`src/rtl/lda_pkg.sv`:
```
// Shared FSM type and width helpers for the Bresenham line engine.
package lda_pkg;

  typedef enum logic [1:0] {IDLE, SETUP, DRAW, DONE} state_t;

  // Extra bits on the error term so it cannot overflow at full-range deltas.
  localparam int ERR_PAD = 2;

  function automatic int cw(input int x_w, input int y_w);
    return (x_w > y_w) ? x_w : y_w;
  endfunction

endpackage

```
`src/rtl/lda_abs_diff.sv`:
```
// Unsigned absolute difference |a-b| with an a>b flag.
module lda_abs_diff #(
  parameter int W = 8
) (
  input  logic [W-1:0] a_i,
  input  logic [W-1:0] b_i,
  output logic [W-1:0] diff_o,
  output logic         a_gt_b_o
);

  assign a_gt_b_o = (a_i > b_i);
  assign diff_o   = a_gt_b_o ? (a_i - b_i) : (b_i - a_i);

endmodule

```
`src/rtl/lda_line_engine.sv`:
```
// Bresenham line engine: start handshake in, valid/ready pixel stream out.
// Define LDA_CLIP_EN to drop pixels outside SCREEN_W x SCREEN_H.
module lda_line_engine
  import lda_pkg::*;
#(
  parameter int X_W      = 9,
  parameter int Y_W      = 8,
  parameter int COL_W    = 3,
  parameter int SCREEN_W = 320,
  parameter int SCREEN_H = 240
) (
  input  logic                 clk,
  input  logic                 reset,
  input  logic                 i_start,
  output logic                 o_ready,
  input  logic [X_W-1:0]       i_x0,
  input  logic [X_W-1:0]       i_x1,
  input  logic [Y_W-1:0]       i_y0,
  input  logic [Y_W-1:0]       i_y1,
  input  logic [COL_W-1:0]     i_col,
  output logic                 o_plot,
  input  logic                 i_plot_ready,
  output logic [X_W-1:0]       o_x,
  output logic [Y_W-1:0]       o_y,
  output logic [COL_W-1:0]     o_col,
  output logic                 o_done,
  output logic [X_W+Y_W-1:0]   o_count
);

  localparam int CW = cw(X_W, Y_W);
  localparam int EW = CW + ERR_PAD;
  localparam int NW = X_W + Y_W;

  state_t               state_q;
  logic [X_W-1:0]       x0_q, x1_q;
  logic [Y_W-1:0]       y0_q, y1_q;
  logic [COL_W-1:0]     col_q;
  logic                 steep_q;
  logic [CW-1:0]        maj_q, min_q, end_q, dmaj_q, dmin_q, ystep_q;
  logic signed [EW-1:0] err_q;
  logic [NW-1:0]        count_q;

  logic [X_W-1:0] dx;
  logic [Y_W-1:0] dy;
  logic           x_gt, y_gt;

  lda_abs_diff #(.W(X_W)) u_dx (.a_i(x0_q), .b_i(x1_q), .diff_o(dx), .a_gt_b_o(x_gt));
  lda_abs_diff #(.W(Y_W)) u_dy (.a_i(y0_q), .b_i(y1_q), .diff_o(dy), .a_gt_b_o(y_gt));

  logic                 steep_d, back_d;
  logic [CW-1:0]        a0, b0, a1, b1;
  logic [CW-1:0]        maj_start_d, min_start_d, end_d, min_end_d, dmaj_d, dmin_d, ystep_d;
  logic signed [EW-1:0] err_init_d;

  // Setup: pick the major axis and walk it in ascending order.
  always_comb begin
    steep_d = CW'(dy) > CW'(dx);
    back_d  = steep_d ? y_gt : x_gt;
    if (steep_d) begin
      a0 = CW'(y0_q); b0 = CW'(x0_q); a1 = CW'(y1_q); b1 = CW'(x1_q);
      dmaj_d = CW'(dy); dmin_d = CW'(dx);
    end else begin
      a0 = CW'(x0_q); b0 = CW'(y0_q); a1 = CW'(x1_q); b1 = CW'(y1_q);
      dmaj_d = CW'(dx); dmin_d = CW'(dy);
    end
    maj_start_d = back_d ? a1 : a0;
    min_start_d = back_d ? b1 : b0;
    end_d       = back_d ? a0 : a1;
    min_end_d   = back_d ? b0 : b1;
    ystep_d     = (min_end_d >= min_start_d) ? CW'(1) : '1;
    err_init_d  = -$signed(EW'(dmaj_d >> 1));
  end

  logic [X_W-1:0]       pix_x;
  logic [Y_W-1:0]       pix_y;
  logic signed [EW-1:0] err_step, err_d;
  logic [CW-1:0]        min_d;
  logic                 visible, advance;

  always_comb begin
    pix_x    = steep_q ? X_W'(min_q) : X_W'(maj_q);
    pix_y    = steep_q ? Y_W'(maj_q) : Y_W'(min_q);
    err_step = err_q + $signed({{ERR_PAD{1'b0}}, dmin_q});
    if (err_step > 0) begin
      min_d = min_q + ystep_q;
      err_d = err_step - $signed({{ERR_PAD{1'b0}}, dmaj_q});
    end else begin
      min_d = min_q;
      err_d = err_step;
    end
`ifdef LDA_CLIP_EN
    visible = (32'(pix_x) < SCREEN_W) && (32'(pix_y) < SCREEN_H);
`else
    visible = 1'b1;
`endif
    // Clipped pixels are skipped without waiting for the sink.
    advance = (state_q == DRAW) && (!visible || i_plot_ready);
  end

  always_ff @(posedge clk or posedge reset) begin
    if (reset) begin
      state_q <= IDLE;
      x0_q    <= '0;
      x1_q    <= '0;
      y0_q    <= '0;
      y1_q    <= '0;
      col_q   <= '0;
      steep_q <= 1'b0;
      maj_q   <= '0;
      min_q   <= '0;
      end_q   <= '0;
      dmaj_q  <= '0;
      dmin_q  <= '0;
      ystep_q <= '0;
      err_q   <= '0;
      count_q <= '0;
    end else begin
      case (state_q)
        IDLE: begin
          if (i_start) begin
            x0_q    <= i_x0;
            x1_q    <= i_x1;
            y0_q    <= i_y0;
            y1_q    <= i_y1;
            col_q   <= i_col;
            count_q <= '0;
            state_q <= SETUP;
          end
        end
        SETUP: begin
          steep_q <= steep_d;
          maj_q   <= maj_start_d;
          min_q   <= min_start_d;
          end_q   <= end_d;
          dmaj_q  <= dmaj_d;
          dmin_q  <= dmin_d;
          ystep_q <= ystep_d;
          err_q   <= err_init_d;
          state_q <= DRAW;
        end
        DRAW: begin
          if (advance) begin
            if (visible) count_q <= count_q + NW'(1);
            // Equality test so a line ending at the top code still terminates.
            if (maj_q == end_q) begin
              state_q <= DONE;
            end else begin
              maj_q <= maj_q + CW'(1);
              min_q <= min_d;
              err_q <= err_d;
            end
          end
        end
        DONE:    state_q <= IDLE;
        default: state_q <= IDLE;
      endcase
    end
  end

  assign o_ready = (state_q == IDLE);
  assign o_plot  = (state_q == DRAW) && visible;
  assign o_done  = (state_q == DONE);
  assign o_x     = pix_x;
  assign o_y     = pix_y;
  assign o_col   = col_q;
  assign o_count = count_q;

endmodule

```
`config.mk`:
```
export PLATFORM = sky130hd
export DESIGN_NAME = lda_line_engine
export DESIGN_NICKNAME = d
export VERILOG_FILES = /design/src/rtl/lda_pkg.sv /design/src/rtl/lda_abs_diff.sv /design/src/rtl/lda_line_engine.sv
export SDC_FILE = /design/constraint.sdc
export NUM_CORES = 1
export LEC_CHECK = 0
export ABC_AREA = 1
export BUFFER_PORTS_ARGS = -buffer_cell sky130_fd_sc_hd__buf_2
export CORE_UTILIZATION = 56
export CTS_CLUSTER_DIAMETER = 120
export CTS_CLUSTER_SIZE = 40
export DETAILED_ROUTE_END_ITERATION = 12
export PLACE_DENSITY = 0.79
export SETUP_SLACK_MARGIN = 0.05
export SYNTH_ARGS = -nofsm -noshare
export SYNTH_HDL_FRONTEND = slang
export SYNTH_SLANG_ARGS = --single-unit
export TNS_END_PERCENT = 20
```
`constraint.sdc`:
```
create_clock -name clk -period 5 [get_ports clk]
set_clock_uncertainty 0.1 [all_clocks]
set_input_delay 0.75 -clock clk [delete_from_list [all_inputs] [get_ports clk]]
set_output_delay 0.75 -clock clk [all_outputs]
set_load 0.01 [all_outputs]
```
==> results.sh <==
export IMPL_status="complete, no violations"
export IMPL_firstDrtPassIters=5
export IMPL_crit_top_cell="nand2_1"
export IMPL_cp_max_fo=8
export IMPL_cts_root_buffer="clkbuf_16"
export IMPL_nNetsFinal=1614
export IMPL_synth_ff_type="dfrtp_1"
export IMPL_layout_drive_gt1_share=0.198
export IMPL_crit_arrival_ns=5.03
export IMPL_crit_required_ns=5.19
export IMPL_syn_area_per_cell_sq_um=6.97
export IMPL_area_growth_pct=21.6
export IMPL_drcViolationCount=0
export IMPL_ctsLongestPathBuffers=2
export IMPL_syn_inst=1353
export IMPL_clock_latency_ns=0.42
export IMPL_antenna_found_initial=0
export IMPL_antenna_cells=0
export IMPL_relSlewSlack=0.378
export IMPL_rrSetupSlack_ns=0.16
export IMPL_setup_viol=0
export IMPL_synth_seq_cells=115
export IMPL_final_cell_mix="nand2_1 (357), inv_1 (164), o21ai_0 (133)"
export IMPL_rsz0062_at_grt="true"
export IMPL_io_pins=81
export IMPL_post_drt_wl_per_cell_microns=15.7
export IMPL_worst_slack_ns=0.164
export IMPL_dpl_cell_count=1675
export IMPL_hold_viol_final=0
export IMPL_critPathSlowestCell="dfrtp_1"
export IMPL_cp_start_kind="register"
export IMPL_place_gp_congestion=0.953
export IMPL_ys_types=49
export IMPL_min_period_ns=4.84
export IMPL_setup_tns_final_ns=0
export IMPL_port_buffer_count=80
export IMPL_maxSlewViolCount=0
export IMPL_start_util=0.570
export IMPL_worstHoldPathType="in2async"
export IMPL_synth_edf_count=0
export IMPL_fin_cells=1719
export IMPL_clkSinkCount=115
export IMPL_crit_path_end_kind="register"
export IMPL_tritoncts="yes"
export IMPL_ys_seq_area_frac=0.305
export IMPL_fin_crit_sh=0.967
export IMPL_final_common_cell="nand2_1"
export IMPL_synth_area_sq_um=9430
export IMPL_rows=47
export IMPL_grt_pass1_wl_mm=42.7
export IMPL_dieHeight_microns=132
export IMPL_grt_max_degree=70
export IMPL_routed_wl_mm=27.1
export IMPL_path_buf_inv=6
export IMPL_path_class="reg2reg"
export IMPL_numCtsBuffers=17
export IMPL_die_x_microns=132
export IMPL_syn_num_nets=1481
export IMPL_track_usage=0.312
export IMPL_clk_pin_slew_ns=0.06
export IMPL_finalInstanceArea_sq_um=11500
export IMPL_tightest_slew_ns=0.933
export IMPL_dieArea_sq_um=17400
export IMPL_dp_hpwl_mm=20.0
export IMPL_synthArstFlopShare=1.00
export IMPL_vias=9403
export IMPL_dp_slack_ns=-0.226
export IMPL_slowest_delay_ns=0.39
export IMPL_crit_family="simple AND/OR/NAND/NOR gates"
export IMPL_viasPerCell=5.47
export IMPL_fmax_mhz=207
export IMPL_max_cap_violations=0
export IMPL_ant_nets=0
export IMPL_place_area_sq_um=10400
export IMPL_grt_pass1_vias=8470
export IMPL_core_sq_um=16500
export IMPL_htreeDepth=4
export IMPL_drt_iter0_drc=820
export IMPL_yosys_warnings=0
export IMPL_overflow=0
## state kept, by name (all words and copies together) (netlist names)
| signal | flops |
|---|---|
| maj_q | 9 |
| end_q | 9 |
| o_col | 3 |
| steep_q | 1 |
| y0_q | 8 |
| ystep_q | 2 |
| min_q | 9 |
| err_q | 11 |
| y1_q | 8 |
| x1_q | 9 |
| state_q | 2 |
| x0_q | 9 |
| o_count | 17 |
| dmaj_q | 9 |
| dmin_q | 9 |
## cells in the mapped netlist, drive strengths merged, types with 8 or more instances
cell      n  area, sq um
nand2   382         1480
o211ai    8         60.1
clkbuf   25         93.8
dfrtp   115         2880
nand3    62          320
xnor2    13          114
o21ai   190          985
nor2     86          338
ha       80         1000
nand4     9         71.3
a21oi    84          424
xor2     25          219
buf      27          194
nor3      9         45.0
inv     175          657
## worst register-to-register path: cells and delay by family, from the launching register on
family | cells | cell delay [ns]
buf+inv | 6 | 0.47
flops | 1 | 0.39
fa+ha+maj | 4 | 1.07
compound gates | 7 | 0.77
xor+xnor | 1 | 0.20
simple gates | 21 | 1.73
## worst paths after layout
kind                               to  startpoint  cells after the start
setup reg to reg           ystep_q[7]     y0_q[0]                     39
hold reg to reg              o_col[2]    o_col[2]                      2
max in group asynchronous    min_q[6]       reset                      3
min in group clk             o_col[2]    o_col[2]                      2
hold / removal               o_col[0]       reset                      2
setup / recovery           ystep_q[7]     y0_q[0]                     39
## kinds of logic after synthesis
kind of cell	Yosys count	share of synthesized area
compound gates	322	0.188
xor+xnor	38	0.0353
fa+ha+maj	87	0.121
buf+inv	229	0.101
flops	115	0.305
mux	1	0.00106
simple gates	561	0.248
## cell type report
class / count / area, sq um
clock buffers: 23 / 468
clock inverters: 9 / 57.6
fillers: 1402 / 5060
inverters: 177 / 669
multi-input cells: 1011 / 5970
flip-flops and latches: 115 / 2880
well taps: 220 / 275
repair buffers: 164 / 1150
## per-stage QoR
step	hold slack, ns	utilization
CTS	0.379	0.666
finish	0.380	0.694
global placement	0.357	0.629
detailed placement	0.360	0.629
global route	0.389	0.694
floorplan	0.341	-
## metal layers
layer | wire length (microns) | part of all wire | GRT usage
met1 | 12500 | 0.46 | 0.444
met2 | 12300 | 0.46 | 0.490
met3 | 1490 | 0.055 | 0.0400
met4 | 726 | 0.027 | 0.109
met5 | 0 | 0 | 0
## timing repair
item	4_1_cts	5_1_grt
hold buffers	0	0
gates resized for setup	11	77
cloned	2	4
pin swaps	2	25
setup buffers	1	5
hold endpoints to repair	0	0
endpoints found under the setup margin	1	6
Power is not shown: default switching activity piles up to over one toggle a cycle in this logic, so the estimate is an artifact.
